## src/rtl/div_pkg.sv

```systemverilog
// Shared definitions for the sequential restoring divider: state encoding and default widths.
package div_pkg;

  localparam int P_W   = 5;
  localparam int M_W   = 2;
  localparam int Q_W   = 3;
  localparam int CNT_W = $clog2(P_W);

  typedef enum logic [1:0] {
    IDLE = 2'd0,
    RUN  = 2'd1,
    DONE = 2'd2
  } state_t;

endpackage

```

## src/rtl/div_step.sv

```systemverilog
// One combinational restoring-division iteration: shift in a dividend bit, conditionally subtract.
module div_step #(
  parameter int M_W = 2
) (
  input  logic [M_W:0]   rem,
  input  logic           next_bit,
  input  logic [M_W-1:0] divisor,
  output logic [M_W:0]   new_rem,
  output logic           q_bit
);

  // One bit wider than the remainder so the shifted value never wraps before the compare.
  logic [M_W+1:0] t;
  logic [M_W+1:0] diff;

  assign t    = {rem, next_bit};
  assign diff = t - {2'b00, divisor};

  always_comb begin
    q_bit   = 1'b0;
    new_rem = t[M_W:0];
    if (t >= {2'b00, divisor}) begin
      q_bit   = 1'b1;
      new_rem = diff[M_W:0];
    end
  end

endmodule

```

## src/rtl/seq_divider.sv

```systemverilog
// Sequential restoring divider, one quotient bit per clock, start/ready/valid handshake.
module seq_divider
  import div_pkg::*;
#(
  parameter int P_W = div_pkg::P_W,
  parameter int M_W = div_pkg::M_W,
  parameter int Q_W = div_pkg::Q_W
) (
  input  logic           clock,
  input  logic           reset_n,
  input  logic           start,
  input  logic [P_W-1:0] p,
  input  logic [M_W-1:0] m,
  output logic           ready,
  output logic           valid,
  output logic [P_W-1:0] q,
  output logic [M_W-1:0] r,
  output logic           div_by_zero,
  output logic           q_ovf
);

  localparam int CTR_W = (P_W > 1) ? $clog2(P_W) : 1;

  state_t           state;
  logic [P_W-1:0]   dividend;
  logic [M_W-1:0]   divisor;
  logic [M_W:0]     rem;
  logic [P_W-1:0]   quo;
  logic [CTR_W-1:0] cnt;

  logic [M_W:0]     new_rem;
  logic             q_bit;
  logic [P_W-1:0]   quo_next;

  div_step #(.M_W(M_W)) u_step (
    .rem      (rem),
    .next_bit (dividend[P_W-1]),
    .divisor  (divisor),
    .new_rem  (new_rem),
    .q_bit    (q_bit)
  );

  assign quo_next = {quo[P_W-2:0], q_bit};

  always_ff @(posedge clock) begin
    if (!reset_n) begin
      state       <= IDLE;
      ready       <= 1'b1;
      valid       <= 1'b0;
      q           <= '0;
      r           <= '0;
      div_by_zero <= 1'b0;
      q_ovf       <= 1'b0;
      dividend    <= '0;
      divisor     <= '0;
      rem         <= '0;
      quo         <= '0;
      cnt         <= '0;
    end else begin
      valid <= 1'b0;
      case (state)
        IDLE: begin
          if (start) begin
            dividend <= p;
            divisor  <= m;
            rem      <= '0;
            quo      <= '0;
            cnt      <= '0;
            ready    <= 1'b0;
            if (m != '0) begin
              state <= RUN;
            end else begin
              // Zero divisor skips iteration and reports a saturated quotient.
              q           <= '1;
              r           <= '0;
              div_by_zero <= 1'b1;
              q_ovf       <= 1'b1;
              valid       <= 1'b1;
              state       <= DONE;
            end
          end
        end
        RUN: begin
          rem      <= new_rem;
          dividend <= {dividend[P_W-2:0], 1'b0};
          quo      <= quo_next;
          cnt      <= cnt + 1'b1;
          if (cnt == CTR_W'(P_W - 1)) begin
            q           <= quo_next;
            r           <= new_rem[M_W-1:0];
            div_by_zero <= 1'b0;
            q_ovf       <= |quo_next[P_W-1:Q_W];
            valid       <= 1'b1;
            state       <= DONE;
          end
        end
        DONE: begin
          ready <= 1'b1;
          state <= IDLE;
        end
        default: begin
          ready <= 1'b1;
          state <= IDLE;
        end
      endcase
    end
  end

endmodule

```

## config.mk

```make
export PLATFORM = sky130hd
export DESIGN_NAME = seq_divider
export DESIGN_NICKNAME = d
export VERILOG_FILES = /design/src/rtl/div_pkg.sv /design/src/rtl/div_step.sv /design/src/rtl/seq_divider.sv
export SDC_FILE = /design/constraint.sdc
export NUM_CORES = 1
export LEC_CHECK = 0
export CELL_PAD_IN_SITES_DETAIL_PLACEMENT = 0
export CELL_PAD_IN_SITES_GLOBAL_PLACEMENT = 1
export CORE_ASPECT_RATIO = 1.2
export CORE_UTILIZATION = 39
export DETAILED_ROUTE_END_ITERATION = 12
export MAX_ROUTING_LAYER = met4
export PLACE_DENSITY = 0.83
export SYNTH_ARGS = -nofsm -noshare
export SYNTH_HDL_FRONTEND = slang
export SYNTH_SLANG_ARGS = --single-unit
```

## constraint.sdc

```tcl
create_clock -name clock -period 2.4 [get_ports clock]
set_clock_uncertainty 0.15 [all_clocks]
set_input_delay 0.6 -clock clock [delete_from_list [all_inputs] [get_ports clock]]
set_output_delay 0.6 -clock clock [all_outputs]
set_load 0.005 [all_outputs]
```

==> results.md, run 1 <==
* Die area at 3660 um2
* Fmax at 512 MHz
* Status: finished clean
* Root Driver: clkbuf_4
* Cell Int Power at 747 uW
* Worst-Margin Slew at 0.610 ns
* Register Area at 601 um2
* Pleak at 0.629 nW
* Critical path, cell by cell: clkdlybuf4s50_1, or4b_1, a21oi_2, buf_4, and3b_2
* Cells after Synth at around 150
* Proportion of layout cells with a drive suffix above 1 at 13.6%
* First-pass DRT Iterations at 4
* WP buf/inv at 2
* # DRC at 0
* Hold Buf Count CTS at 0
* Post-synth ARST share at 0%
* Final wirelength at 2800 um
* DP Cell Count at between 150 and 200
* Die X at 55.4 um
* Setup_tns at 0 ns
* Sequential power share at approximately 53%
* Worst Setup End Kind: register
* Nets at ~180
* FF+latch count, synth at 30
* Syn nets at 160
* Clock group share of total power at 30.9%
* Max VDD drop at 376 uV
* Num Clock Sinks at 30
* Clock Path Buffers at 2
* MaxCap Viol Count at 0
* HPWL Detailed at 2020 um
* GPL Wtd Cong at approximately 0.76
* Crit path kind: input pin to register
* Final Max Slew Viols at 0
* Tcrit/Tclk final at 81.3%
* CTS tree: built
* CTS HTree Levels at 2
* RSZ-0062 raised after global routing: false
* Antenna cells at 0
* Yosys warnings at 0
* CTS Buf Count at 5
* Sw Share at 27.1%
* Drt wl/cell at approximately 14 um
* Maximum fanout along the worst path at 7
* Sw Pwr at approximately 280 uW
* Synth Cell Area at 1340 um2
* Crit start category: input pin
* Area added between synthesis and finish at 21.9%
* Critical Path Max Stage Delay at 0.55 ns
* Pwr dens at 629 nW/um2
* Final hold violation count at 0
* Slew HR at between 50% and 60%
* Vias in the first global route at 1,181
* Final setup viols at 0
* Syn_area_per_cell at 9.21 um2
* Gate power share at 16.0%
* Area occupied by multi-input gates at approximately 650 um2
* Setup bufs post-CTS at 0
* Routed Antenna Nets at 0
* Post-synth EDFFs at 0
* Worst Path Arrival at about 2.1 ns
* Port Buf Inserts at 20
* Initial core utilization at 42.2%
* Main synth FF type: dfxtp_1
* Min-delay worst type: register to register
* Average vias per placed instance at 5.42
* Post-synthesis sequential area ratio at 45.0%
* Clock period minus final worst setup slack at 1.95 ns
* First-pass GRT wire length at 4890 um
* IO Pins at 21
* Post-route insts no fill at 205
* Critical Path RT at 2.54 ns
* Via count at 1,112
* Clock slew at reported path FFs at 0.10 ns
* Total gr overflow at 0
* Critical path's top delay family: simple AND/OR/NAND/NOR gates
* Worst path slowest cell: or4b_1
* Floorplan core area at 3170 um2
* GRT Overall Usage at 18.1%
* # fillers at 320
* Clk Latency, worst-skew pair at roughly 0.33 ns
* 1st-iter DRT viols at 28
* FP Rows at 22
* Netlist cell types at 34
* Antenna violations before repair at 0
* Largest net degree at the start of global routing at 20
* Post-cts resize count at 0
* DIE HEIGHT at 66.1 um
## Yosys cell counts (2+ instances only)
master | instances | area share (%)
a21boi_0 | 11 | 6.2
a31oi_1 | 4 | 1.9
and3b_2 | 2 | 1.5
buf_2 | 4 | 1.5
buf_6 | 2 | 1.7
clkbuf_1 | 4 | 1.1
dfxtp_1 | 30 | 45
ha_1 | 4 | 3.7
inv_1 | 6 | 1.7
nand2_1 | 24 | 6.7
nand3_1 | 9 | 3.4
nand4_1 | 2 | 0.94
nor2_1 | 3 | 0.84
nor3_1 | 2 | 0.75
nor3b_1 | 2 | 1.1
o211a_1 | 2 | 1.5
o21a_1 | 2 | 1.1
o21ai_0 | 9 | 3.4
o221a_2 | 5 | 4.2
o22ai_1 | 2 | 0.94
o32ai_1 | 2 | 1.3
or3b_2 | 2 | 1.3
## logic make-up (layout without fill, tap and decap cells)
family,after synthesis,after routing,synth area share (%)
DFF,30,30,45.0
buffers and inverters,16,40,6.00
AOI/OAI and AO/OA,41,41,23.0
xor gates and xnor gates,1,1,0.656
and+or+nand+nor,52,52,20.2
adders and majority gates,5,5,5.25
## final timing paths
kind / cells after the start / slack (ns) / from / endpoint
max: 5 / 0.45 / m[0] / valid
min: 2 / 0.32 / dividend[2] / dividend[2]
max reg2reg: 6 / 0.47 / dividend[4] / rem[1]
min reg2reg: 2 / 0.32 / dividend[2] / dividend[2]
## metrics by stage
stage	power, mW	hold WS, ns	instance area [um2]	util (%)	worst slack (ns)
finish	1.02	0.325	1630	51.4	0.449
global placement	0.715	0.307	1570	49.5	0.136
global route	1.08	0.356	1630	51.4	0.341
CTS	1.03	0.328	1630	51.4	0.446
detailed placement	0.720	0.311	1570	49.5	0.103
floorplan	0.660	0.298	1340	-	0.598
## flip-flops by register name (all words and copies together), names as in the netlist
name	count
cnt	3
div_by_zero	1
dividend	5
divisor	2
q	5
q_ovf	1
quo	4
r	2
ready	1
rem	3
state	2
valid	1
## area by class of cell
| class | count | area share, % |
|---|---|---|
| Multi-Input combinational cell | 99 | 40.2 |
| Inverter | 6 | 1.38 |
| Clock buffer | 7 | 3.38 |
| Sequential cell | 30 | 36.9 |
| Timing Repair Buffer | 26 | 15.1 |
| Tap cell | 36 | 2.77 |
| Clock inverter | 1 | 0.307 |
## cells in the final DEF, fill, tap and decap left out, types with 3 or more instances in the layout
cell             count
o21ai_0              9
a31oi_1              4
o221a_2              5
a21boi_0            11
clkdlybuf4s50_1     20
buf_4                6
nand3_1              9
clkbuf_4             5
nand2_1             24
nor2_1               3
ha_1                 4
inv_1                6
dfxtp_1             30
## tightest hold or removal path: stages, from the launching register on
cell,delay (ns)
dfxtp_1,0.32
nand2_1,0.05
a31oi_1,0.07
## per-layer routing
layer	up-vias	share of wire [%]	track usage (%)
li1	563	-	-
met1	519	44	16.9
met2	22	50	33.0
met3	8	3.4	4.31
met4	0	2.3	12.2
met5	-	0	-
## power by group through the flow
stage | Combinational (mW) | Sequential [mW] | Clock [mW]
3_3_place_gp | 0.161 | 0.554 | 0
2_1_floorplan | 0.107 | 0.552 | 0
6_report | 0.163 | 0.544 | 0.316
3_5_place_dp | 0.165 | 0.556 | 0
5_1_grt | 0.184 | 0.549 | 0.344
4_1_cts | 0.165 | 0.544 | 0.323
No activity file was read; power rests on OpenSTA's default activity.
==> run 2, diff against run 1 <==
--- a/config.mk
+++ b/config.mk
@@ -8,10 +8,10 @@
 export CELL_PAD_IN_SITES_DETAIL_PLACEMENT = 0
 export CELL_PAD_IN_SITES_GLOBAL_PLACEMENT = 1
 export CORE_ASPECT_RATIO = 1.2
-export CORE_UTILIZATION = 39
+export CORE_UTILIZATION = 36
 export DETAILED_ROUTE_END_ITERATION = 12
 export MAX_ROUTING_LAYER = met4
-export PLACE_DENSITY = 0.83
+export PLACE_DENSITY = 0.8
 export SYNTH_ARGS = -nofsm -noshare
 export SYNTH_HDL_FRONTEND = slang
 export SYNTH_SLANG_ARGS = --single-unit
==> constraint.sdc (replaced) <==
create_clock -name clock -period 1.66 [get_ports clock]
set_clock_uncertainty 0.15 [all_clocks]
set_input_delay 0.415 -clock clock [delete_from_list [all_inputs] [get_ports clock]]
set_output_delay 0.415 -clock clock [all_outputs]
set_load 0.005 [all_outputs]
==> run 2 against run 1 <==
The run now ends with DRC, setup timing left. Largest cell class unchanged. Via count grew 5.5%. Critical path type is now register to register. Setup slack lost 0.48 ns. Routed wire length grew 4.7%.
==> results.md, run 2 (synthesis results as in run 1) <==
* GPL Wtd Cong at 0.815
* Final setup viols at 5
* Clock group share of total power at a little over a third
* Largest regs: dividend: 5 flops, q: 5 flops, quo: 4 flops
* Initial core utilization at 38.7%
* Pwr dens at 927 nW/um2
* GRT Overall Usage at 18.1%
* CTS HTree Levels at 2
* Worst-Margin Slew at 0.334 ns
* Worst Setup End Kind: register
* Reg2reg start: dividend[4]
* Hold depth at 1
* Vias in the first global route at 1,138
* Met2 Use GR at a little under a third
* First-pass DRT Iterations at 8
* Slew HR at 77.7%
* GR Util met1 at between 15 and 20%
* First-pass GRT wire length at 5150 um
* Die X at 57.6 um
* Critical Path Max Stage Delay at 0.43 ns
* Floorplan core area at 3450 um2
* Hold_ws at 0.313 ns
* 1st-iter DRT viols at 19
* Min-delay worst type: register to register
* Worst Hold Path EP: q_ovf
* Fmax at 590 MHz
* Cell Int Power at around 1.2 mW
* Flop2flop setup slack at -0.04 ns
* Maximum fanout along the worst path at 4
* Failing checks: DRC, setup timing
* Tcrit/Tclk final at 102%
* DIE HEIGHT at 68.7 um
* Nets at 196
* Critical Path RT at roughly 1.7 ns
* Commonest non-fill, non-tap cells in the layout: nand2_1, dfxtp_1, buf_4
* Gr busiest metal: met2
* Worst Reg-to-Reg Cells at 6
* Final Max Slew Viols at 0
* HPWL Detailed at 2060 um
* Routed Antenna Nets at 0
* Clock period minus final worst setup slack at 1.70 ns
* Gate power share at 17.8%
* Drt wl/cell at 13.4 um
* Pleak at 0.772 nW
* Clock Path Buffers at 2
* Crit start category: register
* Final hold violation count at 0
* Total gr overflow at 0
* Average vias per placed instance at 5.36
* Critical path, cell by cell: inv_2, ha_4, fa_2, or3b_4, nor3_4, o32ai_1
* Clock slew at reported path FFs at about 0.06 ns
* Largest net degree at the start of global routing at 17
* Num Clock Sinks at 30
* Max VDD drop at 450 uV
* Sw Pwr at 448 uW
* Status: finished with violations
* Die area at 3960 um2
* Sequential power share at between 40% and 50%
* Worst Path Arrival at ~1.7 ns
* Final Core Density at 53.0%
* FP Rows at 23
* MaxCap Viol Count at 0
* R2r endpoint: rem[1]
* CTS Buf Count at 5
* IO Pins at 21
* Proportion of layout cells with a drive suffix above 1 at 27.5%
* # DRC at 3
* Worst hold start: q_ovf
* Clk Latency, worst-skew pair at 0.29 ns
* Antenna violations before repair at 0
* Root Driver: clkbuf_8
* Worst path slowest cell: or3b_4
* RSZ-0062 raised after global routing: true
* Port Buf Inserts at 20
* CTS tree: built
* DP Worst Slack at -0.425 ns
* Crit path kind: register to register
* # fillers at 338
* Via count at 1,173
* Area added between synthesis and finish at 37.1%
* Met3 usage at 5.04%
* Final wirelength at 2930 um
* Antenna cells at 0
* Sw Share at 26.4%
* Final WS setup at -0.0358 ns
[run 2: changes by cell type in the layout (fill, tap and decap cells not counted), sizes merged]
cell	delta
clkdlybuf4s50	-14
dlygate4sd2	+13
buf	+13
clkdlybuf4s15	+1
[run 2: metrics by stage]
stage / power, mW / instance area [um2] / TNS, ns / cells
after floorplan: 0.959 / 1350 / 0 / 145
after global placement: 1.07 / 1660 / -10.33 / 209
after detailed placement: 1.08 / 1660 / -10.68 / 209
after CTS: 1.71 / 1810 / -0.199 / 218
after global routing: 1.79 / 1830 / -0.478 / 219
final: 1.70 / 1830 / -0.114 / 219
[run 2: worst max path at each step]
stage / start / endpoint / slack, ns / depth (start not counted)
5_1_grt: dividend[4] / rem[1] / -0.1 / 6
3_5_place_dp: m[0] / q[0] / -0.43 / 5
6_report: dividend[4] / rem[1] / -0.04 / 6
3_3_place_gp: m[0] / q[0] / -0.42 / 5
4_1_cts: dividend[4] / rem[1] / -0.06 / 6
2_1_floorplan: dividend[4] / rem[1] / 0.008 / 6
[run 2: critical path: cells and delay by family (launching register included)]
family,cells,cell delay [ns]
simple gates,2,0.63
fa+ha+maj,2,0.33
flops,1,0.32
compound gates,1,0.09
buf+inv,1,0.06
[run 2: metal layers]
layer  part of all wire, %  vias to the layer above
li1                      -                      588
met1                    44                      550
met2                    49                       27
met3                   5.1                        8
met4                   2.1                        0
met5                     0                        -
[run 2: final cells by class]
class                           count  area (um2)  share of cell area (%)
Tap cell                           37        46.3                    2.53
Multi-Input combinational cell     99         728                    39.8
Sequential cell                    30         608                    33.2
Clock inverter                      1        5.00                   0.273
Timing Repair Buffer               39         334                    18.3
Clock buffer                        7        86.3                    4.72
Inverter                            6        22.5                    1.23
[run 2: what timing repair did]
action,4_1_cts,5_1_grt
pin swaps,8,4
hold buffers,0,0
buffers inserted,0,1
gates resized for setup,35,4
endpoints found under the setup margin,38,12
gates cloned,1,0
[run 2: power by group through the flow]
| stage | clock (mW) | combinational (mW) | sequential [mW] |
|---|---|---|---|
| 6_report | 0.604 | 0.301 | 0.792 |
| 3_5_place_dp | 0 | 0.279 | 0.803 |
| 4_1_cts | 0.625 | 0.298 | 0.791 |
| 2_1_floorplan | 0 | 0.160 | 0.799 |
| 5_1_grt | 0.661 | 0.336 | 0.796 |
| 3_3_place_gp | 0 | 0.271 | 0.802 |
